[src/rtl/booth_mult_arbiter.sv]
// rtl/booth_mult_arbiter.sv - shared registered multiplier with request arbitration, tag pipe and credit FIFO (MULT_ARB_RR_EN selects round-robin)
module booth_mult_arbiter #(
    parameter int N      = 8,
    parameter int NREQ   = 4,
    parameter int LAT    = 1,
    parameter int FDEPTH = 4
) (
    input  logic                     clk,
    input  logic                     rst,
    input  logic [NREQ-1:0]          req_valid,
    output logic [NREQ-1:0]          req_ready,
    input  logic [NREQ*N-1:0]        req_a,
    input  logic [NREQ*N-1:0]        req_b,
    output logic [N-1:0]             mul_a,
    output logic [N-1:0]             mul_b,
    input  logic [2*N-1:0]           mul_p,
    output logic                     rsp_valid,
    input  logic                     rsp_ready,
    output logic [$clog2(NREQ)-1:0]  rsp_id,
    output logic [2*N-1:0]           rsp_prod
);

    localparam int IDW = $clog2(NREQ);
    localparam int PW  = $clog2(FDEPTH);
    localparam int CW  = $clog2(FDEPTH + 1);
    localparam logic [CW-1:0] FDEPTH_C = CW'(FDEPTH);

    // operand registers feeding the multiplier
    logic [N-1:0]             mul_a_q, mul_a_d;
    logic [N-1:0]             mul_b_q, mul_b_d;
    // tag pipe: one stage per clock between handshake and product push
    logic [LAT:0]             tag_v_q, tag_v_d;
    logic [LAT:0][IDW-1:0]    tag_id_q, tag_id_d;
    // outstanding = in-flight tags + FIFO occupancy
    logic [CW-1:0]            out_q, out_d;
    // result FIFO
    logic [PW-1:0]            wr_q, wr_d;
    logic [PW-1:0]            rd_q, rd_d;
    logic [CW-1:0]            cnt_q, cnt_d;
    logic [IDW-1:0]           fifo_id_q [FDEPTH];
    logic [IDW-1:0]           fifo_id_d [FDEPTH];
    logic [2*N-1:0]           fifo_p_q  [FDEPTH];
    logic [2*N-1:0]           fifo_p_d  [FDEPTH];

    logic [NREQ-1:0]          grant;
    logic [IDW-1:0]           win;
    logic                     found;
    logic                     credit;
    logic                     hs;
    logic                     push;
    logic                     pop;
    logic                     head_valid;

`ifdef MULT_ARB_RR_EN
    localparam logic [IDW:0] NREQ_C = (IDW+1)'(NREQ);
    logic [IDW-1:0]           ptr_q, ptr_d;
    logic [IDW:0]             rr_sum;
    logic [IDW-1:0]           rr_idx;
`endif

    // Pick one requester; grant only while a FIFO slot is guaranteed for its result
    always_comb begin
        grant  = '0;
        win    = '0;
        found  = 1'b0;
        credit = rst && (out_q < FDEPTH_C);
`ifdef MULT_ARB_RR_EN
        rr_sum = '0;
        rr_idx = '0;
        for (int k = 0; k < NREQ; k++) begin
            rr_sum = {1'b0, ptr_q} + (IDW+1)'(k);
            if (rr_sum >= NREQ_C) begin
                rr_sum = rr_sum - NREQ_C;
            end
            rr_idx = rr_sum[IDW-1:0];
            if (!found && req_valid[rr_idx]) begin
                found = 1'b1;
                win   = rr_idx;
            end
        end
`else
        for (int i = 0; i < NREQ; i++) begin
            if (!found && req_valid[i]) begin
                found = 1'b1;
                win   = IDW'(i);
            end
        end
`endif
        if (found && credit) begin
            grant[win] = 1'b1;
        end
        hs = |grant;
    end

    assign req_ready = grant;

    // Operand capture, tag shift and credit accounting
    always_comb begin
        mul_a_d = mul_a_q;
        mul_b_d = mul_b_q;
        for (int i = 0; i < NREQ; i++) begin
            if (grant[i]) begin
                mul_a_d = req_a[i*N +: N];
                mul_b_d = req_b[i*N +: N];
            end
        end
        tag_v_d     = tag_v_q;
        tag_id_d    = tag_id_q;
        tag_v_d[0]  = hs;
        tag_id_d[0] = win;
        for (int s = 1; s <= LAT; s++) begin
            tag_v_d[s]  = tag_v_q[s-1];
            tag_id_d[s] = tag_id_q[s-1];
        end
        // a pop only returns credit on the following cycle because out_q is registered
        out_d = out_q;
        if (hs && !pop) begin
            out_d = out_q + CW'(1);
        end else if (!hs && pop) begin
            out_d = out_q - CW'(1);
        end
    end

`ifdef MULT_ARB_RR_EN
    // Pointer sits one past the last winner and moves only on a handshake
    always_comb begin
        ptr_d = ptr_q;
        if (hs) begin
            ptr_d = (win == IDW'(NREQ - 1)) ? '0 : win + IDW'(1);
        end
    end
`endif

    // Show-ahead FIFO next state; push and pop may coincide at any occupancy
    always_comb begin
        head_valid = (cnt_q != '0);
        push       = tag_v_q[LAT];
        pop        = head_valid && rsp_ready;
        fifo_id_d  = fifo_id_q;
        fifo_p_d   = fifo_p_q;
        wr_d       = wr_q;
        rd_d       = rd_q;
        cnt_d      = cnt_q;
        if (push) begin
            fifo_id_d[wr_q] = tag_id_q[LAT];
            fifo_p_d[wr_q]  = mul_p;
            wr_d = (wr_q == PW'(FDEPTH - 1)) ? '0 : wr_q + PW'(1);
        end
        if (pop) begin
            rd_d = (rd_q == PW'(FDEPTH - 1)) ? '0 : rd_q + PW'(1);
        end
        if (push && !pop) begin
            cnt_d = cnt_q + CW'(1);
        end else if (!push && pop) begin
            cnt_d = cnt_q - CW'(1);
        end
    end

    // Control state; reset drops everything in flight or buffered
    always_ff @(posedge clk or negedge rst) begin
        if (!rst) begin
            mul_a_q  <= '0;
            mul_b_q  <= '0;
            tag_v_q  <= '0;
            tag_id_q <= '0;
            out_q    <= '0;
            wr_q     <= '0;
            rd_q     <= '0;
            cnt_q    <= '0;
`ifdef MULT_ARB_RR_EN
            ptr_q    <= '0;
`endif
        end else begin
            mul_a_q  <= mul_a_d;
            mul_b_q  <= mul_b_d;
            tag_v_q  <= tag_v_d;
            tag_id_q <= tag_id_d;
            out_q    <= out_d;
            wr_q     <= wr_d;
            rd_q     <= rd_d;
            cnt_q    <= cnt_d;
`ifdef MULT_ARB_RR_EN
            ptr_q    <= ptr_d;
`endif
        end
    end

    // FIFO storage needs no reset; stale slots are never visible past cnt_q
    always_ff @(posedge clk) begin
        fifo_id_q <= fifo_id_d;
        fifo_p_q  <= fifo_p_d;
    end

    assign mul_a     = mul_a_q;
    assign mul_b     = mul_b_q;
    assign rsp_valid = head_valid;
    assign rsp_id    = head_valid ? fifo_id_q[rd_q] : '0;
    assign rsp_prod  = head_valid ? fifo_p_q[rd_q]  : '0;

    // Credit limit makes overflow impossible; catch any break of that invariant
    a_fifo_no_overflow: assert property (@(posedge clk) disable iff (!rst)
        !(push && !pop && (cnt_q == FDEPTH_C)));

endmodule

[config.mk]
export PLATFORM = sky130hd
export DESIGN_NAME = booth_mult_arbiter
export DESIGN_NICKNAME = d
export VERILOG_FILES = /design/src/rtl/booth_mult_arbiter.sv
export SDC_FILE = /design/constraint.sdc
export NUM_CORES = 1
export LEC_CHECK = 0
export CAP_MARGIN = 5
export CORE_UTILIZATION = 40
export CTS_CLUSTER_DIAMETER = 50
export DETAILED_ROUTE_END_ITERATION = 6
export GPL_TIMING_DRIVEN = 1
export PLACE_DENSITY_LB_ADDON = 0.1
export SYNTH_ARGS = -nofsm -noshare
export SYNTH_HDL_FRONTEND = slang
export SYNTH_SLANG_ARGS = --single-unit
[constraint.sdc]
create_clock -name clk -period 5.1 [get_ports clk]
set_input_delay 0.51 -clock clk [delete_from_list [all_inputs] [get_ports clk]]
set_output_delay 0.51 -clock clk [all_outputs]
set_load 0.1 [all_outputs]
# ---- Word-level counts from Yosys, hierarchy flattened
# Index checks and enable logic that the tools add are counted.
# Widths: inputs -> output; s select.
dict set report word_totals {
  register_bits 104
  word_cells 94
}
dict set report op_classes {
  bitwise 2
  n_eq_ne 2
  magnitude_cmp 6
  add_sub_neg 6
  mux 38
  n_reduce_logical 23
}
# cell n
set op_table {}
lappend op_table {{$bwmux 64} 1}
lappend op_table {{$mux 16} 4}
lappend op_table {{$mux 8} 8}
lappend op_table {{$bmux 16 s2} 1}
lappend op_table {{$demux 16 s2} 1}
lappend op_table {{$mux 2} 8}
lappend op_table {{$logic_and 1x1->1} 12}
lappend op_table {{$mux 3} 4}
lappend op_table {{$bwmux 8} 1}
lappend op_table {{$add 3x1->3 const B} 2}
lappend op_table {{$ge 3x3->1 const B} 2}
lappend op_table {{$logic_not 1->1} 6}
lappend op_table {{$mux 1} 6}
lappend op_table {{$not 2->3} 2}
lappend op_table {{$sub 3x1->3 const B} 2}
lappend op_table {{$add 2x1->2 const B} 2}
lappend op_table {{$bmux 2 s2} 1}
lappend op_table {{$demux 2 s2} 1}
lappend op_table {{$eq 2x2->1 const B} 2}
lappend op_table {{$mux 4} 1}
lappend op_table {{$reduce_bool 2->1} 2}
lappend op_table {{$reduce_bool 4->1} 1}
lappend op_table {{$reduce_or 4->1} 1}
lappend op_table {{$lt 2x3->1 const B} 1}
lappend op_table {{5 further kinds} 5}

# ---- Depth between registers and ports, before layout
# Gate-level depths: netlist of the first run.
dict set report depth {
  depth_word 20
  mapped_depth 9
}

# ---- Least setup slack after synthesis of the first run
# OpenSTA, ideal clock, no wires.
dict set report synth_path {
  kind {input -> output}
  startpoint {input port req_valid[0]}
  endpoint {output port req_ready[3]}
  stages 4
  t_arrival_ps 3528
  setup_slack_ps 1062
  cell_sequence {or4b_1 -> buf_6 -> buf_8 -> nor3b_1}
}
dict set report synth_between {
  elab_chain_len 15
  elab_cells_between_ends 20
  classes_between {order compare: 2; mux: 10; reduce/logical: 8}
}
# element line_no
set synth_rtl {}
lappend synth_rtl {{from (decl)} 10} ;# input logic [NREQ-1:0] req_valid,
lappend synth_rtl {{$mux 1 (*)} 83} ;# if (!found && req_valid[i]) begin
lappend synth_rtl {{$logic_not 1->1} 83}
lappend synth_rtl {{$logic_and 1x1->1} 83}
lappend synth_rtl {{$mux 1} 83}
lappend synth_rtl {{$logic_not 1->1} 83}
lappend synth_rtl {{$logic_and 1x1->1} 83}
lappend synth_rtl {{$mux 1} 83}
lappend synth_rtl {{$logic_not 1->1} 83}
lappend synth_rtl {{$logic_and 1x1->1} 83}
lappend synth_rtl {{$mux 2} 83}
lappend synth_rtl {{$lt 2x3->1 (not written as such) / $ge 2x1->1 (equally long branches)} 90} ;# grant[win] = 1'b1;
lappend synth_rtl {{$logic_and 1x1->1 (not written as such)} 90}
lappend synth_rtl {{$mux 1 (not written as such)} 90}
lappend synth_rtl {{$demux 1 s2} 90}
lappend synth_rtl {{$mux 4 (*)} 89} ;# if (found && credit) begin
lappend synth_rtl {{to (decl)} 11} ;# output logic [NREQ-1:0] req_ready,
# Mark *: on every way between the ends. The rest lies on a longest branch, timed or not.

# ---- Worst setup path in the final report of the first run
dict set report layout_path {
  startpoint {register rd_q[1]}
  endpoint {output port rsp_prod[12]}
}
dict set report layout_between {
  elab_chain_len 5
}
# element line_no
set layout_rtl {}
lappend layout_rtl {{from (decl)} 38} ;# logic [PW-1:0] rd_q, rd_d;
lappend layout_rtl {{from (signal assigned)} 180} ;# rd_q <= rd_d;
lappend layout_rtl {{$not 2->3 (not written as such)} 198} ;# assign rsp_prod = head_valid ? fifo_p_q[rd_q] : '0;
lappend layout_rtl {{$bmux 16 s2} 198}
lappend layout_rtl {{$mux 16 (not written as such) (2 in series)} 198}
lappend layout_rtl {{$mux 16} 198}
lappend layout_rtl {{to (decl)} 20} ;# output logic [2*N-1:0] rsp_prod
# Every way passes these cells. The select of a mux whose other input is x is not followed.

==> impl_metrics.json, run 1 <==
{
  "status": "completed",
  "synth_top_area_share_pct": 47.11,
  "routabilityCongestion": 0.7709,
  "core_mm2": 0.01103,
  "ant_nets": 0,
  "regArea_mm2": 0.002963,
  "vias": 2959,
  "setup_viol": 0,
  "io_pins": 126,
  "reg2reg_depth": 8,
  "p_per_area_mw_per_mm2": 694.0,
  "async_reset_ff_share_pct": 30.77,
  "yosys_warnings": 0,
  "vdd_drop_max_v": 0.0006175,
  "cts_buffer_depth": 2,
  "avgSynthCellArea_um2": 14.95,
  "required_ns": 4.59,
  "grt_usage_pct": 17.23,
  "clk_pin_slew_ns": 0.07,
  "slew_headroom_pct": 21.22,
  "cts_setup_buffers": 0,
  "syn_area_mm2": 0.004589,
  "drt_iter0_markers": 113,
  "dieArea_mm2": 0.01191,
  "drtPass1Iterations": 6,
  "die_w_um": 109.1,
  "drc": 0,
  "drive_gt1_share_pct": 11.29,
  "yosys_register_bits": 104,
  "maxCapViolCount": 0,
  "tightestPinTransition_ns": 1.179,
  "grt_max_degree": 37,
  "hold_violations": 0,
  "cts-hold-fix-buffers": 0,
  "achievable-frequency_mhz": 291.0,
  "htreeDepth": 3,
  "post-route-period-util_pct": 67.37,
  "synth_cell_types": 35,
  "rows": 38,
  "critical_path_class": "reg -> out",
  "cts-root-buf": "clkbuf_16",
  "min_path_type": "in -> async",
  "p_leak_nw": 2.238,
  "hpwl_um": 6503,
  "synth_edf_count": 72,
  "area_growth_pct": 35.58,
  "multi_input_area_mm2": 0.001459,
  "finalInstanceArea_mm2": 0.006222,
  "avgViaCountPerCell": 5.155,
  "arrival_ns": 2.93,
  "netlist_top_cells_area": "edfxtp_1 47%, dfrtp_1 17%, mux4_2 8.8%, o22a_1 3.1%, and2_1 3.0%",
  "fin_crit_ns": 3.436,
  "ys_seq_area_share_pct": 64.56,
  "crit_path_max_fanout": 20,
  "clock_sinks": 104,
  "wire_per_inst_um": 16.75,
  "placed_area_mm2": 0.005898,
  "die_y_um": 109.1,
  "io_buffer_count": 125,
  "antenna_found_initial": 0,
  "start_util_pct": 41.61,
  "syn-num-nets": 403,
  "worstSkewPairLatency_ns": 0.34,
  "final_nets": 525,
  "synth_ff_type": "edfxtp_1",
  "yosys.area.top_type": "edfxtp_1",
  "final.setup_skew_ns": 0.007841,
  "fill_cells": 938,
  "finalSetupTns_ns": 0,
  "diodes": 0,
  "start_kind": "flip-flop",
  "finalMaxSlewViolations": 0,
  "end_kind": "output pin",
  "cts_tree": "built",
  "synthCells": 307,
  "routed_wl_um": 9616,
  "grt_pass1_vias": 3014,
  "rsz0062_at_grt": "no",
  "numCtsBuffers": 9,
  "grt_pass1_wl_um": 15150,
  "grt_overflow": 0,
  "cts_resized": 0
}
final cells by class:
cell class	instances	area share, %
tap	140	2.815
sequential	104	47.62
inverter	6	0.3620
multi-input combinational	178	23.45
clock buffer	9	3.620
clock inverter	7	1.589
timing repair buffer	130	20.55
cell families (layout without fill, tap and decap cells):
family,Yosys count,after routing,synth area share [%]
AO/OA/AOI/OAI,67,67,9.542
flip-flops,104,104,64.56
multiplexers,21,21,9.569
adder cells (fa/ha/maj),9,9,2.781
XOR/XNOR,6,6,1.145
AND/OR/NAND/NOR,75,75,8.616
buffers and inverters,25,152,3.789
synth_stat cells (3+ instances only):
cell type  count
and2_1        22
dfrtp_1       32
nand2_1       35
o21ai_0       16
a22oi_1       16
a21oi_1       16
o22a_1        16
xor2_1         4
clkbuf_1       6
inv_1          5
mux4_2        18
mux2_2         3
clkbuf_8       4
ha_1           7
buf_2          5
nor2_1         7
edfxtp_1      72
stage by stage:
| step | util, % | total power [mW] | worst slack, ns | cells | hold WS (ns) |
|---|---|---|---|---|---|
| 6_report | 56.41 | 4.318 | 1.664 | 574 | 0.1904 |
| 5_1_grt | 56.41 | 4.509 | 1.538 | 574 | 0.2286 |
| 4_1_cts | 56.41 | 4.361 | 1.629 | 574 | 0.2140 |
| 3_5_place_dp | 53.47 | 3.621 | 1.717 | 558 | 0.3347 |
| 3_3_place_gp | 53.47 | 3.592 | 1.723 | 558 | 0.3364 |
| 2_1_floorplan | - | 3.056 | 1.062 | 307 | 0.2144 |
path summary, 6_finish.rpt:
| path | start | to | slack (ns) |
|---|---|---|---|
| worst max-delay path | rd_q[1]$_DFFE_PN0P_ | rsp_prod[12] | 1.66 |
| worst min-delay path | rst | mul_a[1]$_DFFE_PN0P_ | 0.19 |
| worst max register to register | cnt_q[0]$_DFFE_PN0P_ | cnt_q[2]$_DFFE_PN0P_ | 2.54 |
| worst min register to register | tag_v_q[0]$_DFF_PN0_ | tag_v_q[1]$_DFF_PN0_ | 0.35 |
| max in group asynchronous | rst | out_q[1]$_DFFE_PN0P_ | 4.57 |
| min in group clk | tag_v_q[0]$_DFF_PN0_ | tag_v_q[1]$_DFF_PN0_ | 0.35 |
placed cells by master, fill, tap and decap left out, types with 3 or more instances in the layout:
master / instances
clkdlybuf4s50_1: 122
edfxtp_1: 72
nand2_1: 35
dfrtp_1: 32
and2_1: 22
mux4_2: 18
a21oi_1: 16
a22oi_1: 16
o21ai_0: 16
o22a_1: 16
clkbuf_16: 9
nor2_1: 7
ha_1: 7
buf_4: 7
inv_1: 5
xor2_1: 4
mux2_2: 3
inv_6: 3
layer usage:
metal	part of all wire, %	up-vias	GRT usage [%]
met5	0	-	0
met4	0.94	0	4.923
met3	7.5	7	5.559
met2	47	111	27.99
met1	45	1442	22.04
li1	-	1399	-
worst max-delay path: stages, from the launching register on:
cell	delay [ns]
dfrtp_1	0.95
mux4_2	0.38
and2_1	0.13
clkdlybuf4s50_1	1.12
state kept, by name (all words and copies together) (netlist names):
| signal | cells |
|---|---|
| cnt_q | 3 |
| rd_q | 2 |
| fifo_p_q | 64 |
| fifo_id_q | 8 |
| tag_id_d | 2 |
| tag_id_q | 2 |
| out_q | 3 |
| mul_a | 8 |
| wr_q | 2 |
| mul_b | 8 |
| tag_v_q | 2 |
power by group:
group	switching [mW]	internal (mW)	leakage [nW]	total, mW
sequential	0.125	1.10	1.03	1.22
combinational	1.67	0.689	1.05	2.36
clock	0.300	0.434	0.157	0.734
total	2.10	2.22	2.24	4.32
Note: power is estimated with default switching activity, not from simulation.
==> inputs of run 2 (changes only) <==
- clock period: 5.1 -> 3.19 ns (I/O delays scaled with it)
==> run 2 against run 1 <==
Global-route usage up 0.14 points; first-iteration DRC count up 15%; register-to-register slack worse by 1.7 ns; worst setup slack worse by 1.1 ns; core utilization up 0.35 points; non-clock buffer count up 6; via count up 0.88%.
==> impl_metrics.json, run 2 (synthesized netlist as in run 1, its figures left out) <==
{
  "status": "completed",
  "final.setup_skew_ns": 0.007529,
  "cp_cell_sequence": "dlygate4sd3_1 > buf_2 > or4b_1 > nor3b_2 > buf_12",
  "vdd_drop_max_v": 0.001236,
  "worstSkewPairLatency_ns": 0.34,
  "cts_setup_buffers": 0,
  "fin_crit_ns": 2.605,
  "cts_tree": "built",
  "swShare_pct": 49.38,
  "tightestPinTransition_ns": 1.018,
  "p_leak_nw": 2.302,
  "avgViaCountPerCell": 5.147,
  "grt_usage_pct": 17.36,
  "cpPeakStageDelay_ns": 0.68,
  "fin_ws_ns": 0.5847,
  "reg2reg_depth": 9,
  "seqPwrFrac_pct": 28.9,
  "worstReg2RegStart": "cnt_q[0]$_DFFE_PN0P_",
  "routed_wl_um": 9613,
  "p_total_mw": 6.854,
  "required_ns": 2.87,
  "routabilityCongestion": 0.7919,
  "finalSetupTns_ns": 0,
  "largest_register_ffs": 64,
  "htreeDepth": 3,
  "post-route-period-util_pct": 81.67,
  "wire_per_inst_um": 16.57,
  "stdcell_count": 580,
  "setup_viol": 0,
  "core_mm2": 0.01103,
  "cts_buffer_depth": 2,
  "dp.cells": 563,
  "p_per_area_mw_per_mm2": 1095,
  "layout_commonest_cell": "clkdlybuf4s50_1",
  "end_kind": "output pin",
  "grt_overflow": 0,
  "grt_pass1_vias": 3141,
  "drt_iter0_markers": 130,
  "start_kind": "primary input",
  "arrival_ns": 2.29,
  "largest-register": "fifo_p_q",
  "numCtsBuffers": 9,
  "p_clk_share_pct": 16.7,
  "crit_buf_inv": 3,
  "diodes": 0,
  "layout_common_cells": "101 x clkdlybuf4s50_1, 72 x edfxtp_1, 35 x nand2_1, 32 x dfrtp_1, 29 x buf_4",
  "final_nets": 531,
  "grt_pass1_wl_um": 15330,
  "slowest_stage": "or4b_1",
  "p_sw_mw": 3.385,
  "clk_pin_slew_ns": 0.07,
  "grt_max_degree": 34,
  "maxCapViolCount": 0,
  "p_int_mw": 3.469,
  "cts_resized": 0,
  "place_worst_setup_slack_ns": 0.6741,
  "min_path_type": "in -> async",
  "drc": 0,
  "cts-root-buf": "clkbuf_16",
  "io_pins": 126,
  "cpLargestDelayFamily": "simple AND/OR/NAND/NOR gates",
  "fin_hold_ws_ns": 0.3487,
  "regToRegSetupSlack_ns": 0.85,
  "die_w_um": 109.1,
  "hold_violations": 0,
  "critical_path_class": "in -> out",
  "antenna_found_initial": 0,
  "fill_cells": 926,
  "crit_path_max_fanout": 12,
  "io_buffer_count": 125,
  "achievable-frequency_mhz": 383.8,
  "rsz0062_at_grt": "no",
  "ant_nets": 0,
  "finalMaxSlewViolations": 0,
  "comb_power_share_pct": 54.4,
  "rows": 38,
  "cts-hold-fix-buffers": 1,
  "start_util_pct": 41.61,
  "area_growth_pct": 36.42,
  "drtPass1Iterations": 4,
  "drive_gt1_share_pct": 17.27,
  "rr_endpoint": "out_q[2]$_DFFE_PN0P_",
  "hpwl_um": 6538,
  "die_y_um": 109.1,
  "dieArea_mm2": 0.01191,
  "slew_headroom_pct": 31.94,
  "vias": 2985,
  "clock_sinks": 104
}
## run 2: cell types whose count changed in the layout (fill, tap and decap cells not counted), sizes merged
| cell | previous run | this run |
|---|---|---|
| buf | 8 | 34 |
| bufinv | 2 | 1 |
| clkdlybuf4s50 | 122 | 101 |
| clkinv | 1 | 0 |
| clkinvlp | 1 | 0 |
| dlygate4sd3 | 0 | 1 |
| inv | 9 | 12 |
## run 2: power by group through the flow
stage | combinational [mW] | sequential (mW) | clock [mW]
final | 3.73 | 1.98 | 1.14
after global routing | 3.91 | 2.03 | 1.23
after floorplan | 2.26 | 2.63 | 0
after detailed placement | 3.76 | 2.02 | 0
after CTS | 3.77 | 1.99 | 1.17
after global placement | 3.73 | 2.01 | 0
## run 2: how the worst max path moves through the flow
| stage | from | endpoint | cells after the start |
|---|---|---|---|
| finish | rst | req_ready[3] | 5 |
| global route | rst | req_ready[1] | 6 |
| CTS | rst | req_ready[3] | 5 |
| detailed placement | req_valid[0] | mul_b[3]$_DFFE_PN0P_ | 6 |
| global placement | req_valid[0] | mul_b[0]$_DFFE_PN0P_ | 6 |
| floorplan | out_q[2]$_DFFE_PN0P_ | req_ready[2] | 4 |
## run 2: area by class of cell
cell class,instances,area (um2),area share (%)
clock inverter,7,87.58,1.399
inverter,6,22.52,0.3597
timing repair buffer,136,1324,21.14
multi-input combinational,178,1464,23.38
sequential,104,2963,47.32
clock buffer,9,225.2,3.597
tap,140,175.2,2.798
## run 2: metrics by stage
stage,cell area (um2),utilization [%]
2_1_floorplan,4594,-
3_3_place_gp,5938,53.83
3_5_place_dp,5938,53.83
4_1_cts,6261,56.76
5_1_grt,6261,56.76
6_report,6261,56.76
## run 2: routing by layer
metal / GRT usage, % / share of wire [%]
met3: 4.842 / 7.5
met1: 21.55 / 43
met2: 28.84 / 48
met4: 6.467 / 1.4
met5: 0 / 0
==> inputs of run 3 (changes only) <==
- clock period: 3.19 -> 2.2 ns (I/O delays scaled with it)
==> run 3 against run 2 <==
Hold slack better by 0.0019 ns; wire length decreased by 1.6%; clock-buffer cell count unchanged; combinational power rose by 67%; critical path type unchanged; largest power group unchanged.
==> impl_metrics.json, run 3 (synthesized netlist as in run 1, its figures left out) <==
{
  "hold_violations": 0,
  "cts_tree": "built",
  "clock_sinks": 104,
  "layout_common_cells": "85 x clkdlybuf4s50_1, 72 x edfxtp_1, 37 x buf_4, 34 x nand2_1, 32 x dfrtp_1",
  "cts-root-buf": "clkbuf_16",
  "status": "completed",
  "start_kind": "primary input",
  "critical_path_class": "in -> out",
  "drt_iter0_markers": 119,
  "p_leak_nw": 2.438,
  "numCtsBuffers": 9,
  "cts_buffer_depth": 2,
  "worstSkewPairLatency_ns": 0.34,
  "p_per_area_mw_per_mm2": 1614,
  "dp.cells": 574,
  "vias": 3000,
  "rows": 38,
  "grt_pass1_wl_um": 14690,
  "hpwl_um": 6457,
  "slew_headroom_pct": 16.96,
  "fin_crit_ns": 2.103,
  "fill_cells": 908,
  "drc": 0,
  "final_nets": 543,
  "crit_path_max_fanout": 11,
  "vdd_drop_max_v": 0.001398,
  "io_buffer_count": 125,
  "htreeDepth": 3,
  "dieArea_mm2": 0.01191,
  "stdcell_count": 592,
  "regToRegSetupSlack_ns": 0.15,
  "routed_wl_um": 9460,
  "maxCapViolCount": 0,
  "fin_util_pct": 59.38,
  "wire_per_inst_um": 15.98,
  "rsz0062_at_grt": "no",
  "area_growth_pct": 42.72,
  "drtPass1Iterations": 4,
  "grt_pass1_vias": 3059,
  "grt_overflow": 0,
  "largest_register_ffs": 64,
  "start_util_pct": 41.61,
  "avgViaCountPerCell": 5.068,
  "core_mm2": 0.01103,
  "largest-register": "fifo_p_q",
  "required_ns": 1.98,
  "drive_gt1_share_pct": 23.73,
  "arrival_ns": 1.88,
  "grt_max_degree": 34,
  "layout_commonest_cell": "clkdlybuf4s50_1",
  "ant_nets": 0,
  "die_y_um": 109.1,
  "setup_viol": 0,
  "antenna_found_initial": 1,
  "clk_pin_slew_ns": 0.06,
  "end_kind": "output pin",
  "finalMaxSlewViolations": 0,
  "achievable-frequency_mhz": 475.5,
  "min_path_type": "reg -> reg",
  "io_pins": 126,
  "routabilityCongestion": 0.7778,
  "tightestPinTransition_ns": 1.243,
  "final.setup_skew_ns": 0.007073,
  "grt_usage_pct": 16.80,
  "die_w_um": 109.1,
  "post-route-period-util_pct": 95.59
}
-- run 3: cell count changes in the layout (fill, tap and decap cells not counted), sizes merged --
cell           previous run  this run
buf                      34        61
clkdlybuf4s50           101        85
clkinv                    0         1
clkinvlp                  0         2
diode                     0         1
dlygate4sd3               1         2
inv                      12         8
-- run 3: final cells by class --
type | count | area (um2) | area share (%)
Multi-Input combinational cell | 178 | 1480 | 22.60
Sequential cell | 104 | 2963 | 45.23
Timing Repair Buffer | 148 | 1614 | 24.64
Clock buffer | 9 | 225.2 | 3.438
Tap cell | 140 | 175.2 | 2.674
Antenna cell | 1 | 2.502 | 0.03820
Clock inverter | 6 | 67.56 | 1.032
Inverter | 6 | 22.52 | 0.3438
-- run 3: worst paths after layout --
| check | startpoint | end | cells after the start |
|---|---|---|---|
| setup / recovery | req_valid[0] | req_ready[2] | 6 |
| hold / removal | tag_v_q[0]$_DFF_PN0_ | tag_v_q[1]$_DFF_PN0_ | 0 |
| setup reg to reg | cnt_q[1]$_DFFE_PN0P_ | cnt_q[2]$_DFFE_PN0P_ | 8 |
| hold reg to reg | tag_v_q[0]$_DFF_PN0_ | tag_v_q[1]$_DFF_PN0_ | 0 |
| max in group asynchronous | rst | rd_q[0]$_DFFE_PN0P_ | 3 |
| min in group asynchronous | rst | mul_a[0]$_DFFE_PN0P_ | 2 |
-- run 3: repair_timing --
item	in CTS	in global routing
gates resized for setup	0	4
setup buffers	0	0
endpoints found under the hold margin	6	0
hold buffers	2	0
setup endpoints to repair	0	2
-- run 3: critical path: stages --
cell             delay (ns)
clkdlybuf4s50_1        0.43
buf_4                  0.16
or4b_4                 0.55
buf_4                  0.20
nor2_2                 0.14
buf_12                 0.19
-- run 3: per-layer routing --
layer / global-route usage, % / wire length [um]
met5: 0 / 0
met4: 7.239 / 126
met2: 28.21 / 4503
met1: 19.62 / 4001
met3: 5.559 / 830
-- run 3: report_power, final --
group	internal [mW]	total, mW	switching [mW]
Combinational	2.17	6.24	4.07
Sequential	2.55	2.77	0.220
Clock	0.882	1.57	0.687
-- run 3: metrics by stage --
step | setup WS [ns] | instance area (um2) | hold slack [ns] | TNS (ns) | power (mW)
floorplan | -0.4112 | 4598 | -0.07559 | -0.4112 | 7.088
global placement | -0.1230 | 6221 | 0.1024 | -1.370 | 9.039
detailed placement | -0.1410 | 6221 | 0.09917 | -1.838 | 9.091
CTS | 0.04969 | 6534 | 0.3552 | 0 | 10.67
global route | 0.01394 | 6550 | 0.3564 | 0 | 11.01
finish | 0.09691 | 6550 | 0.3506 | 0 | 10.57
